===== src/rtl/ac_alu_datapath.sv =====
// Accumulator datapath: 16-bit AC, E flag, opcode decoder, and a combinational ALU
// offering AND, integer/binary16-float ADD, DR pass-through and INPR load.
module ac_alu_datapath #(
    parameter int WIDTH = 16
) (
    input  logic             clk,
    input  logic             reset,
    input  logic [2:0]       ir_opcode,
    output logic [7:0]       d,
    input  logic [WIDTH-1:0] dr,
    input  logic [7:0]       inpr,
    input  logic [1:0]       alu_sel,
    input  logic             float_flag,
    input  logic             ld,
    input  logic             inc,
    input  logic             clr,
    input  logic             cma,
    input  logic             cme,
    input  logic             cir,
    input  logic             cil,
    input  logic             cle,
    output logic [WIDTH-1:0] ac,
    output logic             e,
    output logic [WIDTH-1:0] alu_result
);

    logic        alu_e;

    logic        sa, sb, sbig, sub, a_big;
    logic        a_nan, b_nan, a_inf, b_inf, a_zero, b_zero;
    logic [4:0]  ea, eb, ebig, esml, ediff;
    logic [9:0]  fa, fb, fbig, fsml;
    logic [13:0] mbig, msml_full, msml, smask;
    logic        sticky;
    logic [14:0] fsum;
    logic [13:0] norm;
    logic [3:0]  lead, shamt;
    logic [15:0] fp_res;

    assign d = 8'b0000_0001 << ir_opcode;

    // Binary16 add, truncating. Mantissas carry three guard bits plus a sticky
    // LSB so that truncating the normalised sum equals truncating the exact sum.
    always_comb begin
        sa = ac[15];
        ea = ac[14:10];
        fa = ac[9:0];
        sb = dr[15];
        eb = dr[14:10];
        fb = dr[9:0];

        a_nan  = (ea == 5'h1F) && (fa != '0);
        b_nan  = (eb == 5'h1F) && (fb != '0);
        a_inf  = (ea == 5'h1F) && (fa == '0);
        b_inf  = (eb == 5'h1F) && (fb == '0);
        a_zero = (ea == '0);
        b_zero = (eb == '0);

        a_big = {ea, fa} >= {eb, fb};
        sbig  = a_big ? sa : sb;
        ebig  = a_big ? ea : eb;
        fbig  = a_big ? fa : fb;
        esml  = a_big ? eb : ea;
        fsml  = a_big ? fb : fa;
        sub   = sa ^ sb;
        ediff = ebig - esml;

        mbig      = {1'b1, fbig, 3'b000};
        msml_full = {1'b1, fsml, 3'b000};
        smask     = (ediff >= 5'd14) ? '1 : ((14'd1 << ediff) - 14'd1);
        sticky    = |(msml_full & smask);
        msml      = (msml_full >> ediff) | {13'b0, sticky};
        fsum      = sub ? ({1'b0, mbig} - {1'b0, msml}) : ({1'b0, mbig} + {1'b0, msml});

        lead = '0;
        for (int unsigned i = 0; i < 14; i++) begin
            if (fsum[i]) lead = 4'(i);
        end
        shamt = 4'd13 - lead;
        norm  = fsum[13:0] << shamt;

        fp_res = '0;
        if (a_nan || b_nan)
            fp_res = 16'h7E00;
        else if (a_inf && b_inf)
            fp_res = (sa != sb) ? 16'h7E00 : {sa, 5'h1F, 10'h000};
        else if (a_inf)
            fp_res = {sa, 5'h1F, 10'h000};
        else if (b_inf)
            fp_res = {sb, 5'h1F, 10'h000};
        else if (a_zero && b_zero)
            fp_res = '0;
        else if (a_zero)
            fp_res = dr[15:0];
        else if (b_zero)
            fp_res = ac[15:0];
        else if (fsum == '0)
            fp_res = '0;
        else if (fsum[14])
            fp_res = (ebig == 5'd30) ? {sbig, 5'h1F, 10'h000} : {sbig, ebig + 5'd1, fsum[13:4]};
        else if ({1'b0, ebig} <= {2'b00, shamt})
            fp_res = '0;
        else
            fp_res = {sbig, ebig - {1'b0, shamt}, norm[12:3]};
    end

    always_comb begin
        alu_result = '0;
        alu_e      = e;
        case (alu_sel)
            2'b00: alu_result = ac & dr;
            2'b01: begin
                if (float_flag) begin
                    alu_result = WIDTH'(fp_res);
                    alu_e      = 1'b0;
                end else begin
                    {alu_e, alu_result} = {1'b0, ac} + {1'b0, dr};
                end
            end
            2'b10: alu_result = dr;
            default: alu_result = {ac[WIDTH-1:8], inpr};
        endcase
    end

    always_ff @(posedge clk) begin
        if (reset) begin
            ac <= '0;
            e  <= 1'b0;
        end else begin
            if (clr)      ac <= '0;
            else if (ld)  ac <= alu_result;
            else if (inc) ac <= ac + 1'b1;
            else if (cma) ac <= ~ac;
            else if (cir) ac <= {e, ac[WIDTH-1:1]};
            else if (cil) ac <= {ac[WIDTH-2:0], e};

            // A rotate only moves E when it is also the operation that wins AC.
            if (ld)                                  e <= alu_e;
            else if (cir && !(clr || inc || cma))    e <= ac[0];
            else if (cil && !(clr || inc || cma))    e <= ac[WIDTH-1];
            else if (cle)                            e <= 1'b0;
            else if (cme)                            e <= ~e;
        end
    end

endmodule


===== config.mk =====
export PLATFORM = sky130hd
export DESIGN_NAME = ac_alu_datapath
export DESIGN_NICKNAME = d
export VERILOG_FILES = /design/src/rtl/ac_alu_datapath.sv
export SDC_FILE = /design/constraint.sdc
export NUM_CORES = 1
export LEC_CHECK = 0
export ABC_CLOCK_PERIOD_IN_PS = 14830
export CORE_MARGIN = 2
export CORE_UTILIZATION = 60
export CTS_BUF_LIST = sky130_fd_sc_hd__clkbuf_8
export CTS_CLUSTER_DIAMETER = 200
export DETAILED_ROUTE_END_ITERATION = 6
export GPL_ROUTABILITY_DRIVEN = 0
export PLACE_DENSITY = 0.83
export SKIP_CTS_REPAIR_TIMING = 1
export SYNTH_ARGS = -nofsm -noshare
export SYNTH_HDL_FRONTEND = slang
export SYNTH_SLANG_ARGS = --single-unit

===== constraint.sdc =====
create_clock -name clk -period 14.83 [get_ports clk]
set_clock_uncertainty 0.2 [all_clocks]
set_input_delay 2.2245 -clock clk [delete_from_list [all_inputs] [get_ports clk]]
set_output_delay 2.2245 -clock clk [all_outputs]
set_load 0.02 [all_outputs]

[Word-level counts from Yosys, hierarchy flattened]
Index checks and enable logic that the tools add are counted.
Storage, ports and cells
  output and inout bits: 41
  latch bits: 0
  logic and storage cells: 102
  memories kept: 0
  ROM bits: 0
  memory bits (writable): 0
  register bits: 17
Operators by class
  equality and inequality tests: 7
  mux-type cells: 46
  reductions and logical operators: 25
  shift-type cells: 4
  magnitude comparators: 3
  multipliers: 0
  divide/modulo/power cells: 0
  add/sub/neg operators: 9
  bitwise operators: 6
Operators by type and width (count)
  $mux W16: 17
  $mux W4: 12
  $pmux W16 S3: 1
  $mux W15: 2
  $logic_not A10 Y1: 2
  $mux W10: 2
  $reduce_bool A10 Y1: 2
  $add A16 B16 Y17: 1
  $add A16 B1 Y16 const B: 1
  $and A16 B16 Y16: 1
  $not A16 Y16: 1
  $add A14 B14 Y15: 1
  $eq A5 B5 Y1 const B: 3
  $ge A15 B15 Y1: 1
  $logic_not A15 Y1: 1
  $sub A14 B14 Y15: 1
  $and A14 B14 Y14: 1
  $mux W14: 1
  $or A14 B1 Y14: 1
  $reduce_or A14 Y1: 1
  $shl A1 B5 Y14 const A: 1
  $shl A14 B4 Y13: 1
  $shr A14 B5 Y14: 1
  $sub A14 B1 Y14 const B: 1
  23 further kinds: 43

[Longest topological paths before layout]
  word-level depth: 39
  depth in mapped cells: 51
  depth with buffers taken out: 43

[Least setup slack after synthesis]
No wires, ideal clock.
  path type: input to output
  start point: input dr[12]
  end point: output alu_result[15]
  stages: 45
  setup slack: 696 ps
  arrival time: 11710 ps
  cells stage by stage: inv_1 > ha_1 > buf_2 > a21oi_1 > o21ai_1 > a211o_4 > nor2_4 > buf_6 > clkbuf_1 > mux2i_1 > ha_1 > clkbuf_1 > clkbuf_1 > buf_1 > nand2_1 > o221ai_1 > o21ai_0 > a222oi_1 > [9 not listed] > a21boi_0 > nor4_1 > a31o_2 > nor2_1 > buf_2 > nor3_1 > a2bb2oi_2 > buf_2 > ha_1 > and3_1 > or3_1 > a21oi_1 > a221oi_2 > maj3_2 > a31oi_4 > a2111oi_2 > a221o_1 > mux2i_1
On the way
  longest elaborated chain between the ends: 38
Ends and longest elaborated chain
  from (decl): RTL line 10  | input logic [WIDTH-1:0] dr,
  $ge A15 B15 Y1: RTL line 59  | a_big = {ea, fa} >= {eb, fb};
  $mux W5 (on tied branches): RTL line 61, 63
  $sub A5 B5 Y5: RTL line 66  | ediff = ebig - esml;
  $shl A1 B5 Y14: RTL line 70  | smask = (ediff >= 5'd14) ? '1 : ((14'd1 << ediff) - 14'd1);
  $sub A14 B1 Y14: RTL line 70
  $mux W14: RTL line 70
  $and A14 B14 Y14: RTL line 71  | sticky = |(msml_full & smask);
  $reduce_or A14 Y1: RTL line 71
  [22 not listed]
  $mux W16: RTL line 93  | else if (a_zero)
  $mux W16: RTL line 91  | else if (a_zero && b_zero)
  $mux W16: RTL line 89  | else if (b_inf)
  $mux W16: RTL line 87  | else if (a_inf)
  $mux W16: RTL line 85  | else if (a_inf && b_inf)
  $mux W16: RTL line 83  | if (a_nan || b_nan)
  $mux W16 (*): RTL line 113  | if (float_flag) begin
  $pmux W16 S3 (*): RTL line 110  | case (alu_sel)
  to (decl): RTL line 24  | output logic [WIDTH-1:0] alu_result
Every way passes the cells marked *; elsewhere a longest branch is shown, timed or not.

[Worst setup path after layout]
  start point: input dr[12]
  end point: output alu_result[3]
On the way
  longest elaborated chain between the ends: 38
Ends and longest elaborated chain (RTL line)
  $ge A15 B15 Y1: 59
  $mux W5 (on tied branches): 61, 63
  $sub A5 B5 Y5: 66
  $shl A1 B5 Y14: 70
  $sub A14 B1 Y14: 70
  $mux W14: 70
  $and A14 B14 Y14: 71
  $reduce_or A14 Y1: 71
  [22 not listed]
  $mux W16: 93
  $mux W16: 91
  $mux W16: 89
  $mux W16: 87
  $mux W16: 85
  $mux W16 (*): 83
  $mux W16 (*): 113
  $pmux W16 S3 (*): 110
Marks and branches as above.

==> impl_metrics.xml <==
<?xml version="1.0" encoding="UTF-8"?>
<metrics>
  <group name="critical_path">
    <metric name="regToRegSetupSlack" unit="ps">5140</metric>
    <metric name="timing.critical_path.to_type" unit="">output pin</metric>
    <metric name="reg2reg_from" unit="">ac[0]</metric>
    <metric name="worst-endpoint-required" unit="ps">12410</metric>
    <metric name="timing.rr.end" unit="">ac[2]</metric>
    <metric name="max_stage_delay" unit="ps">650</metric>
    <metric name="timing.critical_path.arrival" unit="ps">11910</metric>
    <metric name="critical_path.startpoint_type" unit="">primary input</metric>
    <metric name="worst_path_most_repeated_cell" unit="">sky130_fd_sc_hd__buf_4</metric>
    <metric name="critPathSlowestCell" unit="">sky130_fd_sc_hd__clkdlybuf4s50_1</metric>
    <metric name="worst-path-max-fanout" unit="">15</metric>
    <metric name="reg2regPathDepth" unit="">40</metric>
    <metric name="critPathKind" unit="">primary input to output pin</metric>
  </group>
  <group name="timing">
    <metric name="timing.max_slew.rel_slack" unit="%">25.02</metric>
    <metric name="setup_viol" unit="">0</metric>
    <metric name="slew_viol_final" unit="">0</metric>
    <metric name="min_period" unit="ps">14340</metric>
    <metric name="worst_slew_pin_slew" unit="ps">1125</metric>
    <metric name="count_of_final_hold_check_violations" unit="">0</metric>
    <metric name="max_freq" unit="MHz">69.74</metric>
    <metric name="period_share" unit="%">96.68</metric>
    <metric name="setup_tns" unit="ps">0</metric>
  </group>
  <group name="routing">
    <metric name="drt_iter0_drc" unit="">1374</metric>
    <metric name="drc" unit="">0</metric>
    <metric name="via_per_inst" unit="">7.243</metric>
    <metric name="final_antenna_net_count" unit="">0</metric>
    <metric name="avgRoutedWirePerCell" unit="µm">20.87</metric>
    <metric name="dr_total_vias" unit="">10393</metric>
    <metric name="wl" unit="µm">29950</metric>
    <metric name="count_of_tritonroute_iterations_in_the_first_routing_pass" unit="">6</metric>
  </group>
  <group name="global_routing">
    <metric name="groute.usage.overall" unit="%">39.48</metric>
    <metric name="grt_pass1_wl" unit="µm">46940</metric>
    <metric name="antenna_violations_before_repair" unit="">0</metric>
    <metric name="grt_pass1_vias" unit="">9187</metric>
    <metric name="pin_count_of_the_biggest_net_entering_global_routing" unit="">36</metric>
    <metric name="grt-ovfl-total" unit="">0</metric>
  </group>
  <group name="logic_synthesis">
    <metric name="asyncSetResetFlopFracSynth" unit="%">0</metric>
    <metric name="ys_seq_elements" unit="">17</metric>
    <metric name="ys_dominant_reg_cell" unit="">sky130_fd_sc_hd__dfxtp_1</metric>
    <metric name="synthesis.area_per_instance" unit="µm²">6.595</metric>
    <metric name="netlist-cell-type-count" unit="">104</metric>
    <metric name="synth-edff-count" unit="">0</metric>
    <metric name="postSynthCellCount" unit="">1230</metric>
    <metric name="yosys_warnings" unit="">0</metric>
    <metric name="synth_nets" unit="">1333</metric>
    <metric name="yosys.area.top_type" unit="">sky130_fd_sc_hd__ha_1</metric>
    <metric name="yosysSeqAreaShare" unit="%">4.196</metric>
    <metric name="synth_top_cells_by_area" unit="">sky130_fd_sc_hd__ha_1 9.3%, sky130_fd_sc_hd__a21oi_1 7.1%, sky130_fd_sc_hd__mux2i_1 5.9%, sky130_fd_sc_hd__o21ai_0 5.9%, sky130_fd_sc_hd__nor2_1 5.4%</metric>
    <metric name="yosys.area.top_type_share" unit="%">9.255</metric>
    <metric name="mappedNetlistArea" unit="mm²">0.008112</metric>
  </group>
  <group name="floorplanning">
    <metric name="io_pins" unit="">81</metric>
    <metric name="fp-row-count" unit="">42</metric>
    <metric name="chipWidth" unit="µm">120.3</metric>
    <metric name="die_area" unit="mm²">0.01446</metric>
    <metric name="die_height" unit="µm">120.3</metric>
    <metric name="floorplan.initialDensity" unit="%">61.25</metric>
    <metric name="fp.coreArea" unit="mm²">0.01324</metric>
  </group>
  <group name="cts">
    <metric name="cts_tree" unit="">yes</metric>
    <metric name="clk_transition_reported_paths" unit="ps">80</metric>
    <metric name="clk-insertion-delay-late" unit="ps">270</metric>
    <metric name="cts_htree_levels" unit="">1</metric>
    <metric name="numCtsBuffers" unit="">3</metric>
    <metric name="clk_root_buffer_cell" unit="">sky130_fd_sc_hd__clkbuf_8</metric>
    <metric name="clock-sinks" unit="">17</metric>
    <metric name="clock_tree.buffer_depth" unit="">2</metric>
  </group>
  <group name="finish">
    <metric name="post-route-util" unit="%">68.90</metric>
    <metric name="num_antenna_cells" unit="">0</metric>
    <metric name="finalNetCount" unit="">1363</metric>
    <metric name="design_area" unit="mm²">0.009124</metric>
    <metric name="post_synthesis_to_final_layout_area_growth" unit="%">12.48</metric>
    <metric name="post_route_cells_drive_above_1_share" unit="%">8.817</metric>
    <metric name="final_layout_fill_cell_count" unit="">1184</metric>
  </group>
  <group name="placement">
    <metric name="port-buffer-count" unit="">80</metric>
    <metric name="placed_area" unit="mm²">0.009009</metric>
    <metric name="dp.final_hpwl" unit="µm">22970</metric>
  </group>
  <group name="pwr">
    <metric name="power_density" unit="mW/mm²">96.40</metric>
    <metric name="irDropWorstVdd" unit="mV">0.04305</metric>
    <metric name="p_leak" unit="nW">3.651</metric>
  </group>
  <group name="hold_path">
    <metric name="hold_path.startpoint" unit="">e</metric>
    <metric name="whs_path_depth" unit="">2</metric>
    <metric name="whs_endpoint" unit="">e</metric>
    <metric name="holdCritPathClass" unit="">flip-flop to flip-flop</metric>
  </group>
  <group name="run">
    <metric name="timing.max_cap.violations" unit="">0</metric>
  </group>
  <group name="run_status">
    <metric name="status" unit="">completed</metric>
  </group>
</metrics>
==> worst max-delay path, delay by kind of cell <==
kind | cells | cell delay (ps)
simple gates | 8 | 1020
buf+inv | 9 | 2460
fa+ha+maj | 5 | 1740
mux | 2 | 460
compound gates | 18 | 3980
==> logic make-up after synthesis <==
family                     share of synthesized area [%]
AOI/OAI and AO/OA                                  40.21
buffers and inverters                              7.635
xor gates and xnor gates                           2.807
muxes                                              8.144
DFF                                                4.196
adders and majority gates                          10.26
and+or+nand+nor                                    26.75
==> state kept, by name, indices dropped and copies added, names as in the netlist <==
signal and cells:
e 1, ac 16
==> how the worst max path moves through the flow <==
stage | start | endpoint
final | dr[12] | alu_result[3]
after global routing | dr[13] | alu_result[3]
after CTS | dr[12] | alu_result[15]
after detailed placement | dr[12] | alu_result[15]
after global placement | dr[12] | alu_result[15]
after floorplan | dr[12] | alu_result[15]
==> cells in the mapped netlist (14+ instances only) <==
cell,count
sky130_fd_sc_hd__nand3_1,48
sky130_fd_sc_hd__a31oi_1,17
sky130_fd_sc_hd__nor3_1,25
sky130_fd_sc_hd__nor2b_1,15
sky130_fd_sc_hd__o211ai_1,22
sky130_fd_sc_hd__nor2_1,117
sky130_fd_sc_hd__and3_1,16
sky130_fd_sc_hd__a21oi_1,115
sky130_fd_sc_hd__mux2i_1,48
sky130_fd_sc_hd__o21ai_0,95
sky130_fd_sc_hd__inv_1,64
sky130_fd_sc_hd__clkbuf_1,66
sky130_fd_sc_hd__nand4_1,14
sky130_fd_sc_hd__o21bai_1,19
sky130_fd_sc_hd__dfxtp_1,17
sky130_fd_sc_hd__xnor2_1,16
sky130_fd_sc_hd__ha_1,60
sky130_fd_sc_hd__a211oi_1,17
sky130_fd_sc_hd__nand2_1,116
==> through the flow <==
stage / worst slack (ps) / hold WS (ps) / std cells / total power [W]
final: 491.8 / 450.5 / 1435 / 0.0008795
after floorplan: 696.0 / 451.0 / 1230 / 0.0005919
after global routing: -3.886 / 487.1 / 1435 / 0.0009287
after detailed placement: 45.90 / 433.5 / 1428 / 0.0007950
after global placement: 252.5 / 441.6 / 1428 / 0.0007831
after CTS: 41.21 / 448.2 / 1432 / 0.0008356
==> layout by cell type (no fill, tap or decap), types with 22 or more instances in the layout <==
cell	instances
sky130_fd_sc_hd__mux2i_1	48
sky130_fd_sc_hd__a21oi_1	114
sky130_fd_sc_hd__clkdlybuf4s50_1	78
sky130_fd_sc_hd__nand3_1	48
sky130_fd_sc_hd__nor2_1	115
sky130_fd_sc_hd__o211ai_1	22
sky130_fd_sc_hd__nor3_1	25
sky130_fd_sc_hd__ha_1	57
sky130_fd_sc_hd__nand2_1	116
sky130_fd_sc_hd__o21ai_0	94
sky130_fd_sc_hd__buf_4	35
sky130_fd_sc_hd__inv_1	64
==> report_power, final <==
group	switching [W]	internal [W]
Combinational	0.000481	0.000298
Clock	0.0000182	0.0000190
Sequential	0.0000145	0.0000488
Total	0.000514	0.000366
==> routing by layer <==
metal / track usage [%] / part of all wire (%) / vias to the layer above
met3: 9.198 / 13 / 170
met5: 0 / 0 / -
met1: 51.08 / 39 / 4722
met4: 15.92 / 5.3 / 0
met2: 63.28 / 43 / 814
li1: - / - / 4687
==> cell type report <==
class	count	area, µm²	share of cell area, %
Clock inverter	1	7.507	0.08228
Timing Repair Buffer	115	1069	11.71
Sequential cell	17	340.3	3.730
Tap cell	176	220.2	2.414
Multi-Input combinational cell	1057	7198	78.89
Clock buffer	3	41.29	0.4526
Inverter	66	247.7	2.715
Power figures use the tool's default switching activity.
==> RTL edit 1, RTL diff (config.mk and constraints unchanged) <==
Set the parameter `WIDTH` to 32 (it was 16).
--- a/src/rtl/ac_alu_datapath.sv
+++ b/src/rtl/ac_alu_datapath.sv
@@ -1,7 +1,7 @@
 // Accumulator datapath: 16-bit AC, E flag, opcode decoder, and a combinational ALU
 // offering AND, integer/binary16-float ADD, DR pass-through and INPR load.
 module ac_alu_datapath #(
-    parameter int WIDTH = 16
+    parameter int WIDTH = 32
 ) (
     input  logic             clk,
     input  logic             reset,
Interface: changed (resized ac, alu_result and dr); port bits go from 81 to 129. The function was not compared with the original's and may differ.
==> RTL edit 1 against the original RTL <==
The run now ends with DRC left. Wire length rose by 29%. Non-clock buffer count rose by 53. Sequential cell count rose by 16. Worst setup slack got worse by 0.10 ns. Critical endpoint is now alu_result[5]. Largest power group unchanged. Cell area rose by 30%. Cell count rose by 29%. Synthesized area rose by 26%. Power rose by 8.8%. Critical path type unchanged.
==> RTL edit 1: results (changes against the original RTL) <==
status: "finished with violations"
violations: "DRC"
grt_pass1_vias: 11800  # +28%
critical-path-slowest-cell: "clkdlybuf4s50_1"
antenna_cells: 0  # unchanged
cts_max_level: 2  # +1
r2r_slack_ns: 5.07  # -0.07 ns
antenna_left: 0  # unchanged
cts_buffers: 5  # +2
yosys_most_used_dff: "dfxtp_1"
tightest_slew_ns: 1.06  # -0.0623 ns
synth_commonest_cells: "162 x nand2_1, 143 x a21oi_1, 142 x nor2_1, 118 x o21ai_0, 90 x clkbuf_1"
wl_per_cell_um: 20.9  # +0.22%
grt_antenna_before_repair: 0  # unchanged
buffer_ports.inserted: 128  # +60%
ir_drop_mv: 0.0471  # +9.4%
worst_ep_arrival_time_ns: 12.01  # +0.10 ns
clkTransAtPathRegs_ns: 0.07
syn_nets: 1700  # +28%
cellLeakagePower_nw: 4.92  # +35%
worstHoldStart: "ac[23]"
vias_per_cell: 7.10  # -1.9%
cts-root-to-sink-buffers: 2  # unchanged
synthDistinctLibCells: 86  # -17%
endpoint: "alu_result[5]"
dp_hpwl_um: 28900  # +26%
fin_nets: 1765  # +29%
synth_seq_area_share: 0.0647  # +0.0228
layout-drive-gt1-share: 0.0688  # -0.0194
crit_fanout: 12  # -3
grt_pass1_wl_um: 60000  # +28%
cts_root_buffer: "clkbuf_8"
gr-usage-all-layers: 0.406  # +0.0116
dr.pass1.iters: 7  # +1
fillers: 1433  # +21%
synthTopCellsByArea: "ha_1 9.6%, a21oi_1 7.0%, dfxtp_1 6.5%"
first_iter_violations: 1824  # +33%
reg.largest.list: "ac x32, e x1"
drc: 4  # +4
clk_latency_ns: 0.32  # +0.05 ns
setup.worst_path.start: "dr[12]"
min_path_type: "reg2reg"
grt_max_degree: 55  # +53%
==> RTL edit 1: cell count changes after synthesis, sizes merged, moves of 23 or more <==
cell	delta
nand2	+45
a21oi	+29
o21ai	+27
a211oi	+25
clkbuf	+25
nor2	+24
o22ai	+23
==> RTL edit 1: area by class of cell <==
cell class,instances,area (µm²),share of cell area
Clock buffer,6,82.6,0.00699
Clock inverter,2,33.8,0.00286
Inverter,81,304,0.0257
Multi-Input combinational cell,1339,8870,0.751
Sequential cell,33,661,0.0559
Tap cell,220,275,0.0233
Timing Repair Buffer,168,1590,0.134
==> RTL edit 1: stage by stage <==
| step | utilization | instance area, µm² | cells | setup slack (ns) |
|---|---|---|---|---|
| after floorplan | - | 10200 | 1563 | 0.542 |
| after global placement | 0.702 | 11600 | 1840 | 0.655 |
| after detailed placement | 0.702 | 11600 | 1840 | 0.357 |
| after CTS | 0.709 | 11800 | 1848 | 0.341 |
| after global routing | 0.713 | 11800 | 1849 | -0.0672 |
| final | 0.713 | 11800 | 1849 | 0.391 |
==> RTL edit 1: per-layer routing <==
metal	global-route usage	vias to the layer above	share of wire
li1	-	5973	-
met1	0.506	5989	0.37
met2	0.647	931	0.44
met3	0.0642	241	0.11
met4	0.269	0	0.078
met5	0	-	0
==> RTL edit 1: critical path: cells and delay by family <==
| family | cells | cell delay, ns |
|---|---|---|
| fa+ha+maj | 4 | 1.26 |
| simple gates | 9 | 2.56 |
| compound gates | 21 | 4.29 |
| buf+inv | 7 | 1.66 |
==> RTL edit 1: power breakdown <==
part	switching [mW]	leakage, nW	internal, mW
Clock	0.0403	0.0626	0.0542
Sequential	0.0185	0.270	0.0935
Combinational	0.462	4.58	0.288
Total	0.521	4.92	0.436
==> RTL edit 1: kinds of logic (layout without fill, tap and decap cells) <==
group / count (synthesis) / in the layout / share of synthesized area
flip-flops: 33 / 33 / 0.0647
multiplexers: 86 / 86 / 0.0914
XOR/XNOR: 47 / 47 / 0.0411
AO/OA/AOI/OAI: 599 / 599 / 0.388
buffers and inverters: 191 / 257 / 0.0719
adder cells (fa/ha/maj): 82 / 82 / 0.103
AND/OR/NAND/NOR: 525 / 525 / 0.240
==> RTL edit 1: worst min-delay path by stage <==
stage	endpoint	slack [ns]	depth (start not counted)
floorplan	ac[17]	0.45	2
global placement	ac[22]	0.41	2
detailed placement	ac[18]	0.41	2
CTS	ac[18]	0.43	2
global route	ac[23]	0.46	2
finish	ac[23]	0.44	2
==> RTL edit 2, RTL diff (config.mk and constraints unchanged) <==
Without the edit above. Register the output `alu_result`, with the module's reset; this adds one clock of latency there. The other outputs are not delayed to match.
--- a/src/rtl/ac_alu_datapath.sv
+++ b/src/rtl/ac_alu_datapath.sv
@@ -23,6 +23,8 @@
     output logic             e,
     output logic [WIDTH-1:0] alu_result
 );
+
+    logic [WIDTH-1:0] alu_result_d;
 
     logic        alu_e;
 
@@ -105,20 +107,20 @@
     end
 
     always_comb begin
-        alu_result = '0;
+        alu_result_d = '0;
         alu_e      = e;
         case (alu_sel)
-            2'b00: alu_result = ac & dr;
+            2'b00: alu_result_d = ac & dr;
             2'b01: begin
                 if (float_flag) begin
-                    alu_result = WIDTH'(fp_res);
+                    alu_result_d = WIDTH'(fp_res);
                     alu_e      = 1'b0;
                 end else begin
-                    {alu_e, alu_result} = {1'b0, ac} + {1'b0, dr};
+                    {alu_e, alu_result_d} = {1'b0, ac} + {1'b0, dr};
                 end
             end
-            2'b10: alu_result = dr;
-            default: alu_result = {ac[WIDTH-1:8], inpr};
+            2'b10: alu_result_d = dr;
+            default: alu_result_d = {ac[WIDTH-1:8], inpr};
         endcase
     end
 
@@ -128,7 +130,7 @@
             e  <= 1'b0;
         end else begin
             if (clr)      ac <= '0;
-            else if (ld)  ac <= alu_result;
+            else if (ld)  ac <= alu_result_d;
             else if (inc) ac <= ac + 1'b1;
             else if (cma) ac <= ~ac;
             else if (cir) ac <= {e, ac[WIDTH-1:1]};
@@ -143,5 +145,13 @@
         end
     end
 
+    always_ff @(posedge clk) begin
+        if (reset) begin
+            alu_result <= '0;
+        end else begin
+            alu_result <= alu_result_d;
+        end
+    end
+
 endmodule
 
Function: changed (Yosys sat finds a counterexample within 4 cycles, from zero or initial values and one cycle with reset high).
==> RTL edit 2 against the original RTL <==
Synthesized cell count increased by 3.2%. Maximum frequency is 8.2% higher. Largest power group unchanged. Synthesized area rose by 7.6%. Utilization decreased by 2.6 points. Global-route usage increased by 0.16 points. Count of clock-buffer cells in the layout rose by 3. Sequential cell count is 16 higher. Cell area rose by 4.4%. Worst setup slack improved by 1.1 ns. Combinational power fell by 4.7%. Power rose by 5.2%. Critical endpoint is now ac[13]. Wire length grew 8.5%.
==> RTL edit 2: results (changes against the original RTL) <==
grt_pass1_vias: 9660  # +5.1%
crit_fanout: 31  # +16
dr.pass1.iters: 6  # unchanged
synthDistinctLibCells: 111  # +6.7%
cts_buffers: 5  # +2
worst_ep_arrival_time_ns: 13.26  # +1.35 ns
grt_pass1_wl_um: 51000  # +8.6%
endpoint: "ac[13]"
ff2ff_path_depth: 38  # -5.0%
cpPeakStageDelay_ns: 0.77  # +0.12 ns
synth_seq_area_share: 0.0757  # +0.0337
cts_max_level: 2  # +1
status: "complete, no violations"
setup.worst_path.start: "dr[10]"
synth_commonest_cells: "134 x a21oi_1, 109 x nor2_1, 102 x nand2_1, 93 x o21ai_0, 70 x clkbuf_1"
wl_per_cell_um: 22.2  # +6.5%
gr-usage-all-layers: 0.396  # +0.00162
first_iter_violations: 1907  # +39%
cellLeakagePower_nw: 3.72  # +1.9%
r2r_start: "ac[10]"
reg.largest.list: "ac x16, alu_result x16, e x1"
ir_drop_mv: 0.0553  # +28%
fillers: 1276  # +7.8%
dp_hpwl_um: 24600  # +7.2%
fin_nets: 1381  # +1.3%
vias_per_cell: 7.29  # +0.70%
r2r_slack_ns: 3.50  # -1.64 ns
clk_latency_ns: 0.30  # +0.03 ns
synthTopCellsByArea: "ha_1 8.6%, a21oi_1 7.7%, dfxtp_1 7.6%"
tightest_slew_ns: 1.02  # -0.105 ns
layout-drive-gt1-share: 0.0759  # -0.0123
## RTL edit 2: worst register-to-register path: cells and delay by family (launching register included)
kind	cells	cell delay, ns
flops	1	0.77
compound gates	23	6.39
buf+inv	2	0.30
fa+ha+maj	4	1.40
simple gates	9	2.18
## RTL edit 2: routing by layer
layer  share of wire  GRT usage  up-vias
li1                -          -     4789
met1            0.37      0.510     4754
met2            0.42      0.611      912
met3            0.14      0.111      208
met4           0.068      0.191        0
met5               0          0        -
## RTL edit 2: area by class of cell
class / count / area share
well taps: 184 / 0.0242
multi-input cells: 1077 / 0.776
clock buffers: 6 / 0.00867
flip-flops and latches: 33 / 0.0694
repair buffers: 92 / 0.0935
clock inverters: 1 / 0.000788
inverters: 69 / 0.0277
## RTL edit 2: power by group
group / switching [mW] / internal (mW) / total [mW]
Sequential: 0.0147 / 0.0963 / 0.111
Combinational: 0.484 / 0.258 / 0.742
Clock: 0.0355 / 0.0367 / 0.0722
## RTL edit 2: worst min path at each step
stage          to  from  cells past startpoint
5_1_grt         e     e                      2
4_1_cts         e     e                      2
3_5_place_dp    e     e                      2
2_1_floorplan   e     e                      2
3_3_place_gp    e     e                      2
6_report        e     e                      2
## RTL edit 2: kinds of logic after synthesis
group | count (synthesis) | share of synthesized area
fa+ha+maj | 63 | 0.0929
xor+xnor | 29 | 0.0300
flops | 33 | 0.0757
buf+inv | 159 | 0.0779
compound gates | 494 | 0.402
simple gates | 441 | 0.256
mux | 50 | 0.0657
## RTL edit 2: per-stage QoR
stage / hold WS, ns / setup WS [ns] / cell area (µm²) / std cells
after floorplan: 0.398 / 3.45 / 8730 / 1269
after global placement: 0.365 / 2.03 / 9430 / 1455
after detailed placement: 0.366 / 1.64 / 9430 / 1455
after CTS: 0.386 / 1.89 / 9520 / 1462
after global routing: 0.412 / 0.760 / 9520 / 1462
final: 0.377 / 1.58 / 9520 / 1462
